**src/rtl/dm_wb_stage_ctl_pkg.sv**
```systemverilog
// Shared types and defaults for the DM->WB pipeline register and its load extractor.
package dm_wb_stage_ctl_pkg;

  localparam int DM_DSIZE = 16;
  localparam int DM_ASIZE = 4;

  // Load-size encodings seen on ld_size_in. The value 2'b11 behaves like a word load.
  typedef enum logic [1:0] {
    LD_WORD     = 2'b00,
    LD_BU       = 2'b01,
    LD_BS       = 2'b10,
    LD_WORD_ALT = 2'b11
  } ld_size_e;

  // Control fields that travel with each entry through the stage.
  typedef struct packed {
    logic     valid;
    logic     wen;
    logic     mem_to_reg;
    ld_size_e ld_size;
  } ctl_t;

  // Width of the byte-lane index for a datapath of dsize bits.
  function automatic int lane_width(input int dsize);
    return $clog2(dsize / 8);
  endfunction

endpackage

```
**src/rtl/dm_wb_stage_ctl_load_extract.sv**
```systemverilog
// Combinational sub-word load extraction: selects one byte lane, then zero- or sign-extends it.
module dm_wb_stage_ctl_load_extract
  import dm_wb_stage_ctl_pkg::*;
#(
  parameter int DSIZE  = DM_DSIZE,
  parameter int LANE_W = lane_width(DSIZE)
) (
  input  logic [DSIZE-1:0]  dm_in,
  input  logic [LANE_W-1:0] lane,
  input  ld_size_e          ld_size,
  output logic [DSIZE-1:0]  data_out
);

  localparam int NBYTES = DSIZE / 8;

  logic [7:0] sel_byte;

  always_comb begin
    // NOTE: every output gets a default before the loop and case, so no path can infer a latch.
    sel_byte = '0;
    data_out = dm_in;
    for (int i = 0; i < NBYTES; i++) begin
      if (lane == LANE_W'(i)) sel_byte = dm_in[8*i +: 8];
    end
    case (ld_size)
      LD_BU:   data_out = {{(DSIZE-8){1'b0}}, sel_byte};
      LD_BS:   data_out = {{(DSIZE-8){sel_byte[7]}}, sel_byte};
      default: data_out = dm_in;
    endcase
  end

endmodule

```
**src/rtl/dm_wb_stage_ctl.sv**
```systemverilog
// DM->WB pipeline register with stall/flush control, valid tracking, r0 write suppression,
// sub-word load extraction, the writeback mux and a saturating retired-instruction counter.
module dm_wb_stage_ctl
  import dm_wb_stage_ctl_pkg::*;
#(
  parameter int DSIZE    = DM_DSIZE,
  parameter int ASIZE    = DM_ASIZE,
  parameter int ZERO_REG = 1,
  parameter int CNT_W    = 16
) (
  input  logic             clk,
  input  logic             rst,
  input  logic             stall,
  input  logic             flush,
  input  logic             valid_in,
  input  logic             wen_in,
  input  logic             MemtoReg_in,
  input  logic [1:0]       ld_size_in,
  input  logic [DSIZE-1:0] aluout_in,
  input  logic [ASIZE-1:0] waddr_in,
  input  logic [DSIZE-1:0] dm_in,
  output logic             valid_out,
  output logic             wen_out,
  output logic [ASIZE-1:0] waddr_out,
  output logic [DSIZE-1:0] aluout_out,
  output logic [DSIZE-1:0] dm_out,
  output logic [DSIZE-1:0] wb_data,
  output logic [CNT_W-1:0] retired
);

  localparam int              LANE_W  = lane_width(DSIZE);
  localparam logic [CNT_W-1:0] CNT_MAX = '1;

  ctl_t             ctl_q, ctl_d;
  logic [ASIZE-1:0] waddr_q, waddr_d;
  logic [DSIZE-1:0] aluout_q, aluout_d;
  logic [DSIZE-1:0] dm_q, dm_d;
  logic [CNT_W-1:0] retired_q, retired_d;

  logic             dst_is_zero;
  logic             retire_now;
  logic [DSIZE-1:0] ext_data;

  assign dst_is_zero = (ZERO_REG != 0) && (waddr_in == '0);

  // A flush still lets the held entry leave, so it counts even when stall is also high.
  assign retire_now = ctl_q.valid & (flush | ~stall);

  always_comb begin
    ctl_d    = ctl_q;
    waddr_d  = waddr_q;
    aluout_d = aluout_q;
    dm_d     = dm_q;
    if (flush || !stall) begin
      waddr_d            = waddr_in;
      aluout_d           = aluout_in;
      dm_d               = dm_in;
      ctl_d.mem_to_reg   = MemtoReg_in;
      ctl_d.ld_size      = ld_size_e'(ld_size_in);
      ctl_d.valid        = valid_in & ~flush;
      ctl_d.wen          = wen_in & valid_in & ~dst_is_zero & ~flush;
    end
  end

  always_comb begin
    retired_d = retired_q;
    if (retire_now && (retired_q != CNT_MAX)) retired_d = retired_q + CNT_W'(1);
  end

  always_ff @(posedge clk) begin
    // NOTE: state is updated with <= so every flop samples the pre-edge _d values together.
    if (rst) begin
      ctl_q     <= '0;
      waddr_q   <= '0;
      aluout_q  <= '0;
      dm_q      <= '0;
      retired_q <= '0;
    end else begin
      ctl_q     <= ctl_d;
      waddr_q   <= waddr_d;
      aluout_q  <= aluout_d;
      dm_q      <= dm_d;
      retired_q <= retired_d;
    end
  end

  dm_wb_stage_ctl_load_extract #(
    .DSIZE  (DSIZE),
    .LANE_W (LANE_W)
  ) u_load_extract (
    .dm_in    (dm_q),
    .lane     (aluout_q[LANE_W-1:0]),
    .ld_size  (ctl_q.ld_size),
    .data_out (ext_data)
  );

  assign valid_out  = ctl_q.valid;
  assign wen_out    = ctl_q.wen;
  assign waddr_out  = waddr_q;
  assign aluout_out = aluout_q;
  assign dm_out     = dm_q;
  assign wb_data    = ctl_q.mem_to_reg ? ext_data : aluout_q;
  assign retired    = retired_q;

endmodule

```
**config.mk**
```make
export PLATFORM = sky130hd
export DESIGN_NAME = dm_wb_stage_ctl
export DESIGN_NICKNAME = d
export VERILOG_FILES = /design/src/rtl/dm_wb_stage_ctl_pkg.sv /design/src/rtl/dm_wb_stage_ctl_load_extract.sv /design/src/rtl/dm_wb_stage_ctl.sv
export SDC_FILE = /design/constraint.sdc
export NUM_CORES = 1
export LEC_CHECK = 0
export CAP_MARGIN = 5
export CELL_PAD_IN_SITES_DETAIL_PLACEMENT = 1
export CELL_PAD_IN_SITES_GLOBAL_PLACEMENT = 1
export CORE_UTILIZATION = 46
export DETAILED_ROUTE_END_ITERATION = 10
export DONT_BUFFER_PORTS = 1
export HOLD_SLACK_MARGIN = 0.08
export PLACE_DENSITY_LB_ADDON = 0.1
export SLEW_MARGIN = 20
export SYNTH_ARGS = -nofsm -noshare
export SYNTH_HDL_FRONTEND = slang
export SYNTH_SLANG_ARGS = --single-unit
```
**constraint.sdc**
```tcl
create_clock -name clk -period 6.5 [get_ports clk]
set_input_delay 1.95 -clock clk [delete_from_list [all_inputs] [get_ports clk]]
set_output_delay 1.95 -clock clk [all_outputs]
set_load 0.02 [all_outputs]
```
== Word level (Yosys, flattened, before mapping) ==
Cells that the tools add are included.

* Register bits: 57
* Output and inout bits: 70
* Word-level logic and storage cells: 28
* Bits of input ports: 45

* Bitwise operators: 9
* Reduce and logical (&&, ||, !) cells: 4
* Muxes and demuxes: 3
* Eq/ne operators: 3
* Add/subtract/negate cells: 1

{| class="wikitable"
|+ Operator list
! operator !! count
|-
| 16-bit case mux with 2 select lines || 1
|-
| 16-bit by 1-bit adder with 16-bit output, second input constant || 1
|-
| 16-bit two-way mux || 1
|-
| 16-bit != test, second input constant || 1
|-
| 8-bit two-way mux || 1
|-
| 1-bit bitwise AND || 5
|-
| 4-bit zero test || 1
|-
| 1-bit NOT || 3
|-
| 2-bit by 1-bit == test with 1-bit output, second input constant || 1
|-
| 2-bit == test, second input constant || 1
|-
| 1-bit logical AND || 1
|-
| 1-bit zero test || 1
|-
| 1-bit logical OR || 1
|-
| 1-bit bitwise OR || 1
|}

== Longest topological paths before layout ==
* Word-level depth: 4
* Gate-level depth with buffers: 7
* Gate-level depth less buffers: 6

== Cells and area by module ==
Synthesis repeated with hierarchy kept, for this count alone.

* Cells, all modules: 349
* Area total of the unflattened synthesis: 2797.7 µm²

{| class="wikitable"
|+ By module, submodules not included
! module !! cells an instance !! sequential area each (µm²) !! area an instance (µm²) !! instances
|-
| dm_wb_stage_ctl || 294 || 1141.1 || 2451.1 || 1
|-
| dm_wb_stage_ctl_load_extract || 55 || 0.0 || 346.6 || 1
|}

== Worst setup path before layout ==
OpenSTA, ideal clock, no wires.

* Path type: reg2out
* Start point: reg ctl_q[0] (netlist name)
* End point: out wb_data[0]
* Cell stages (with the launch flop): 7
* Path buffers: 0
* Required time: 4.550 ns
* Data arrival time: 1.750 ns
* Setup slack: 2.800 ns
* Cell sequence: dfxtp_1 inv_1 ha_1 o31ai_1 o21ai_0 nand2_1 o21ai_0

* Longest elaborated chain between the ends: 3
* Elaborated cells between the ends (all ways): 4
* Classes of those cells: eq/ne (2); mux (2)

{| class="wikitable"
|+ Ends and longest elaborated chain
! item !! RTL line !! RTL
|-
| start, declared || dm_wb_stage_ctl.sv:34 || <nowiki>ctl_t ctl_q, ctl_d;</nowiki>
|-
| start signal, assigned || dm_wb_stage_ctl.sv:79 || <nowiki>ctl_q <= ctl_d;</nowiki>
|-
| 2-bit == test / 2-bit by 1-bit == test with 1-bit output (equally long branches) || dm_wb_stage_ctl_load_extract.sv:25 || <nowiki>case (ld_size)</nowiki>
|-
| 16-bit case mux with 2 select lines * || dm_wb_stage_ctl_load_extract.sv:25 ||
|-
| 16-bit two-way mux * || dm_wb_stage_ctl.sv:102 || <nowiki>assign wb_data = ctl_q.mem_to_reg ? ext_data : aluout_q;</nowiki>
|-
| end, declared || dm_wb_stage_ctl.sv:27 || <nowiki>output logic [DSIZE-1:0] wb_data,</nowiki>
|}

Mark *: on every way between the ends. The rest lies on a longest branch, timed or not.

== Final worst setup path ==
Same ends and word-level chain as after synthesis.

==> flow_summary_export.csv <==
group,metric,value,unit
grt,grt_pass1_wl,11450,µm
logic_synthesis,synthSimpleGateAreaFrac,0.2663,
drt,firstDrtPassIters,4,
timing,setup_slack,2.199,ns
timing,min_period_over_period,0.6617,
cts,clock_latency,0.34,ns
drt,drc,0,
logic_synthesis,ys.flop_type,"dfxtp_1",
logic_synthesis,synth.avg_cell_area,7.692,µm²
floorplanning,dieArea,0.005974,mm²
finish,area_growth,8.013,%
worst_setup_path,start_kind,"register",
timing,worst_pin_slew,0.8827,ns
worst_setup_path,critical_path_class,"register to primary output",
timing,hold_viol,0,
finish,fin_nets,378,
grt,antenna_found_initial,0,
floorplanning,io_pins,115,
cts,cts-buffers-inserted,9,
cts,cts-resized-gates,0,
cts,htreeDepth,3,
place,routabilityCongestion,0.7416,
drt,drt_iter0_drc,64,
floorplanning,die_x,77.29,µm
logic_synthesis,synth_edf_count,0,
cts,cts_tree,"built",
cts,path_clk_slew,0.06,ns
run,maxCapViolCount,0,
worst_setup_path,ff2ff_setup_slack,4.25,ns
finish,nFillCells,686,
place,place_inst,391,
logic_synthesis,synth_compound_area_frac,0.1857,
grt,gr-total-overflow,0,
worst_setup_path,path_max_fanout,12,
floorplanning,core_area,0.005473,mm²
place,post-place-ws,2.560,ns
timing,rsz0062_at_grt,"false",
logic_synthesis,synth.area.mux_share,0.04319,
grt,grt_start_max_net_pins,59,
timing,slew_headroom,0.4103,
logic_synthesis,synth_seq_cells,57,
finish,design_area,0.002816,mm²
power_and_ir_drop,power_density,278.3,mW/mm²
finish,final_common_cell,"nand2_1",
floorplanning,die_y,77.29,µm
finish,multi_input_area,0.001329,mm²
logic_synthesis,yosysUniqueCellTypes,40,
logic_synthesis,synth_cells,339,
finish,regArea,0.001141,mm²
drt,finalWirelength,7187,µm
timing,setup_violations,0,
logic_synthesis,ys_seq_area_frac,0.4376,
status,status,"completed",
finish,n_antenna_cell,0,
timing,fmax,0.2325,GHz
logic_synthesis,synth_top_family_by_area,"simple AND/OR/NAND/NOR gates",
drt,vias,2364,
floorplanning,initial_utilization,0.4765,
drt,wl_per_cell,17.66,µm
worst_setup_path,worstPathRequired,4.55,ns
floorplanning,rows,27,
timing,whs,0.4676,ns
worst_hold_path,hp-class,"register to register",
logic_synthesis,synth_fa_ha_area_frac,0.01440,
finish,layout_common_cells,"nand2_1, a21oi_1, dfxtp_1",
power_and_ir_drop,leakagePower,1.091,nW
logic_synthesis,syn_nets,387,
logic_synthesis,syn-cell-area,0.002608,mm²
place,portBuffers,0,
worst_setup_path,crit_arrival,2.35,ns
logic_synthesis,synth_xor_area_frac,0,
cts,hold_buffers,0,
cts,clk_path_buf_depth,2,
timing,finalMaxSlewViolations,0,
logic_synthesis,ys_warn_count,0,
place,dpl_cell_area,0.002624,mm²
finish,drive_above_1_share,0.06866,
power_and_ir_drop,vdd_ir_drop_max,123.5,µV
grt,grt_pass1_vias,2357,
timing,fin_crit,4.301,ns
cts,postCtsSetupBuffers,0,
timing,finalClockSkew,0.007392,ns
place,dp_hpwl,4970,µm
timing,tns,0,ns
worst_setup_path,critPathCaptureType,"primary output",
logic_synthesis,async_flop_share,0,
cts,cts-root-buf,"clkbuf_8",
drt,antenna_left,0,
cts,clock-sinks,57,
drt,routed_via_density,5.808,
grt,grtUsageTotal,0.2494,
finish,stdcell_count,407,
[final timing paths]
kind                               endpoint       start  cells after the start
worst max-delay path             wb_data[0]    ctl_q[0]                      5
worst min register to register     ctl_q[1]    ctl_q[1]                      2
worst max register to register  retired[14]  retired[0]                      5
worst min-delay path               ctl_q[1]    ctl_q[1]                      2
[area by class of cell]
type / instances / share of cell area
clock buffers: 14 / 0.06486
repair buffers: 2 / 0.005331
well taps: 72 / 0.03199
clock inverters: 2 / 0.003554
multi-input cells: 247 / 0.4718
inverters: 13 / 0.01733
flip-flops and latches: 57 / 0.4052
[power breakdown]
group | switching (mW) | internal (mW)
clock network | 0.139 | 0.179
logic | 0.0436 | 0.0213
registers | 0.0360 | 0.365
[critical path, stage by stage, from the launching register on]
cell and delay (ns):
dfxtp_1 0.36, inv_1 0.05, ha_1 0.50, nand2b_1 0.48, nand2_1 0.10, o21ai_0 0.52
[per-layer routing]
layer	global-route usage	wire length [µm]
met5	0	0
met4	0.09623	131
met3	0.1083	527
met2	0.4159	3602
met1	0.2782	2926
[sequential cells by signal, indices dropped and copies added, names as in the netlist]
name,cells
aluout_out,16
dm_out,16
retired,16
waddr_out,4
ctl_q,3
valid_out,1
wen_out,1
[cells in the mapped netlist (2+ instances only)]
master / instances / area [µm²]
o21ai_0: 6 / 30.03
o22ai_1: 7 / 43.79
nor2b_1: 2 / 12.51
nand2_1: 96 / 360.4
nor3_1: 5 / 25.02
inv_1: 13 / 48.80
nand2b_1: 3 / 18.77
ha_1: 3 / 37.54
nor4_1: 4 / 25.02
nand4_1: 6 / 37.54
o31a_1: 2 / 17.52
a21oi_1: 58 / 290.3
buf_2: 2 / 10.01
clkbuf_1: 19 / 71.32
dfxtp_1: 57 / 1141
or4_1: 7 / 52.55
mux2i_1: 9 / 90.09
or3_1: 3 / 18.77
nor2_1: 10 / 37.54
o31ai_1: 7 / 52.55
[kinds of logic after synthesis]
logic type / Yosys count
AOI/OAI and AO/OA: 86
adders and majority gates: 3
and+or+nand+nor: 147
buffers and inverters: 35
DFF: 57
muxes: 11
[metrics by stage]
| stage | power, mW | utilization |
|---|---|---|
| 3_5_place_dp | 0.4744 | 0.4794 |
| 6_report | 0.7839 | 0.5146 |
| 2_1_floorplan | 0.4622 | - |
| 3_3_place_gp | 0.4717 | 0.4794 |
| 4_1_cts | 0.7914 | 0.5146 |
| 5_1_grt | 0.8182 | 0.5146 |
Note: power is estimated with default switching activity, not from simulation.
==> RTL change, RTL diff (config.mk and constraints unchanged) <==
The parameter `CNT_W` goes from 16 to 18.
--- a/src/rtl/dm_wb_stage_ctl.sv
+++ b/src/rtl/dm_wb_stage_ctl.sv
@@ -7,5 +7,5 @@
   parameter int ASIZE    = DM_ASIZE,
   parameter int ZERO_REG = 1,
-  parameter int CNT_W    = 16
+  parameter int CNT_W    = 18
 ) (
   input  logic             clk,
Ports: changed (resized retired); port bits go from 115 to 117. The function was not compared with the original's and may differ.
==> RTL change against the original RTL <==
Global-route usage rose by 0.11 points; design area increased by 5.0%; register-to-register slack improved by 0.02 ns; largest power group unchanged; total power up 13%; final cell count grew 2.7%; first-iteration DRC count rose by 19%; core utilization is 1.6 points higher; highest routed layer unchanged; via count is 0.47% higher; maximum frequency fell by 7.4%; combinational power barely moved; critical endpoint unchanged; synthesized area is 3.6% higher; setup slack lost 0.34 ns; wire length increased by 4.9%; sequential cell count grew 2.
==> RTL change: results (changes against the original RTL) <==
metric,value,unit,change
Post-CTS Setup Bufs,0,,unchanged
max incr delay on CP,0.89,ns,was 0.52 ns
Hold Path Class,reg -> reg,,unchanged
Final #Nets,389,,was 378
largest net degree at the start of global routing,60,,was 59
Pleak,1.11,nW,was 1.09 nW
Diodes inserted,0,,unchanged
end point of the critical path,wb_data[0],,unchanged
largest cells by area after synthesis,"dfxtp_1, nand2_1, a21oi_1",,unchanged
Top Metal Used,met4,,unchanged
initial antenna violation count,0,,unchanged
CTS root buffer,clkbuf_8,,unchanged
vias in the first global route,2367,,was 2357
Worst Setup SP,ctl_q[0],,unchanged
CP max-delay cell,o31ai_1,,was o21ai_0
hpwl dp,5340,um,was 4970 um
Layout Skew,0.00858,ns,was 0.00739 ns
RR Endpoint,retired[16],,was retired[14]
WL per Instance,18.0,um,was 17.7 um
flop2flop setup slack,4.27,ns,was 4.25 ns
gpl congestion,0.745,,was 0.742
Max clock buf depth,2,,unchanged
FILL cells,697,,was 686
drt pass-1 iters,4,,unchanged
relative slew slack,30.3,%,was 41.0%
Ys Warns,0,,unchanged
"Seq/Total Area, Yosys",43.7,%,was 43.8%
"delay-heaviest family, CP",compound AO/OA/AOI/OAI gates,,was simple AND/OR/NAND/NOR gates
H-tree lvl count,3,,unchanged
syn_nets,399,,was 387
1st-iter DRT viols,76,,was 64
status,"finished, final reports clean",,unchanged
number of distinct library cells after synthesis,37,,was 40
met2 wire len,3820,um,was 3600 um
VDD IR-drop max,0.117,mV,was 0.124 mV
worst r2r path cells,6,,was 5
worst skew pair latency,0.34,ns,about the same
Metal-1 WL,3000,um,was 2930 um
Port Buf Inserts,0,,unchanged
most frequent cells after synthesis,"nand2_1, dfxtp_1, a21oi_1",,"was nand2_1, a21oi_1, dfxtp_1"
Crit Path Max Fanout,12,,unchanged
met3 wire length,569,um,was 527 um
GRT Total Usage,25.0,%,was 24.9%
Synth area leader,dfxtp_1,,unchanged
drt via density,5.68,,was 5.81
share of layout cells above drive strength 1,7.23,%,was 6.87%
first-pass GRT wire length,11700,um,was 11400 um
Clock transition at path regs,0.07,ns,
RTL change: changes by cell type after synthesis, sizes merged, moves of 5 or more:
cell / unedited run / this run
nand3: 2 / 7
nor2: 10 / 21
o31ai: 7 / 2
or4: 7 / 1
xnor2: 0 / 9
RTL change: worst register-to-register path, delay by kind of cell (launching register included):
| kind | cells | cell delay [ns] |
|---|---|---|
| adder cells (fa/ha/maj) | 1 | 0.23 |
| flip-flops | 1 | 0.54 |
| multiplexers | 1 | 0.22 |
| AND/OR/NAND/NOR | 4 | 1.13 |
RTL change: worst min-delay path by stage:
stage | start | endpoint | slack (ns) | cells past startpoint
floorplan | ctl_q[1] | ctl_q[1] | 0.45 | 2
global placement | ctl_q[1] | ctl_q[1] | 0.46 | 2
detailed placement | ctl_q[1] | ctl_q[1] | 0.47 | 2
CTS | ctl_q[1] | ctl_q[1] | 0.48 | 2
global route | ctl_q[0] | ctl_q[0] | 0.51 | 2
finish | ctl_q[1] | ctl_q[1] | 0.47 | 2
RTL change: cells by family after synthesis:
group,Yosys count,share of synthesized area [%]
AND/OR/NAND/NOR,152,25.4
AO/OA/AOI/OAI,78,16.5
flip-flops,59,43.7
buffers and inverters,38,5.60
multiplexers,12,4.49
XOR/XNOR,9,2.92
adder cells (fa/ha/maj),3,1.39
RTL change: layout make-up:
| cell class | count | share of cell area, % |
|---|---|---|
| clock buffer | 13 | 6.05 |
| tap | 72 | 3.05 |
| multi-input combinational | 254 | 46.4 |
| clock inverter | 3 | 2.28 |
| sequential | 59 | 39.9 |
| timing repair buffer | 1 | 0.254 |
| inverter | 16 | 2.03 |
RTL change: stage by stage:
step | setup slack, ns | total power [mW] | std cells | util (%) | instance area, um^2
6_report | 1.86 | 0.885 | 418 | 53.1 | 2960
5_1_grt | 1.67 | 0.919 | 418 | 53.1 | 2960
4_1_cts | 1.86 | 0.892 | 418 | 53.1 | 2960
3_5_place_dp | 2.24 | 0.487 | 402 | 48.6 | 2710
3_3_place_gp | 2.50 | 0.484 | 402 | 48.6 | 2710
2_1_floorplan | 2.80 | 0.475 | 351 | - | 2700
RTL change: where the power goes:
group          internal [mW]  switching, mW  total, mW
sequential             0.377         0.0364      0.414
combinational         0.0207         0.0439     0.0646
clock                  0.258          0.149      0.407
total                  0.656          0.230      0.885
RTL change: metal layers:
layer | vias up | global-route usage, %
met5 | - | 0
met2 | 75 | 43.0
li1 | 1166 | -
met4 | 0 | 11.7
met3 | 12 | 8.95
met1 | 1122 | 27.3
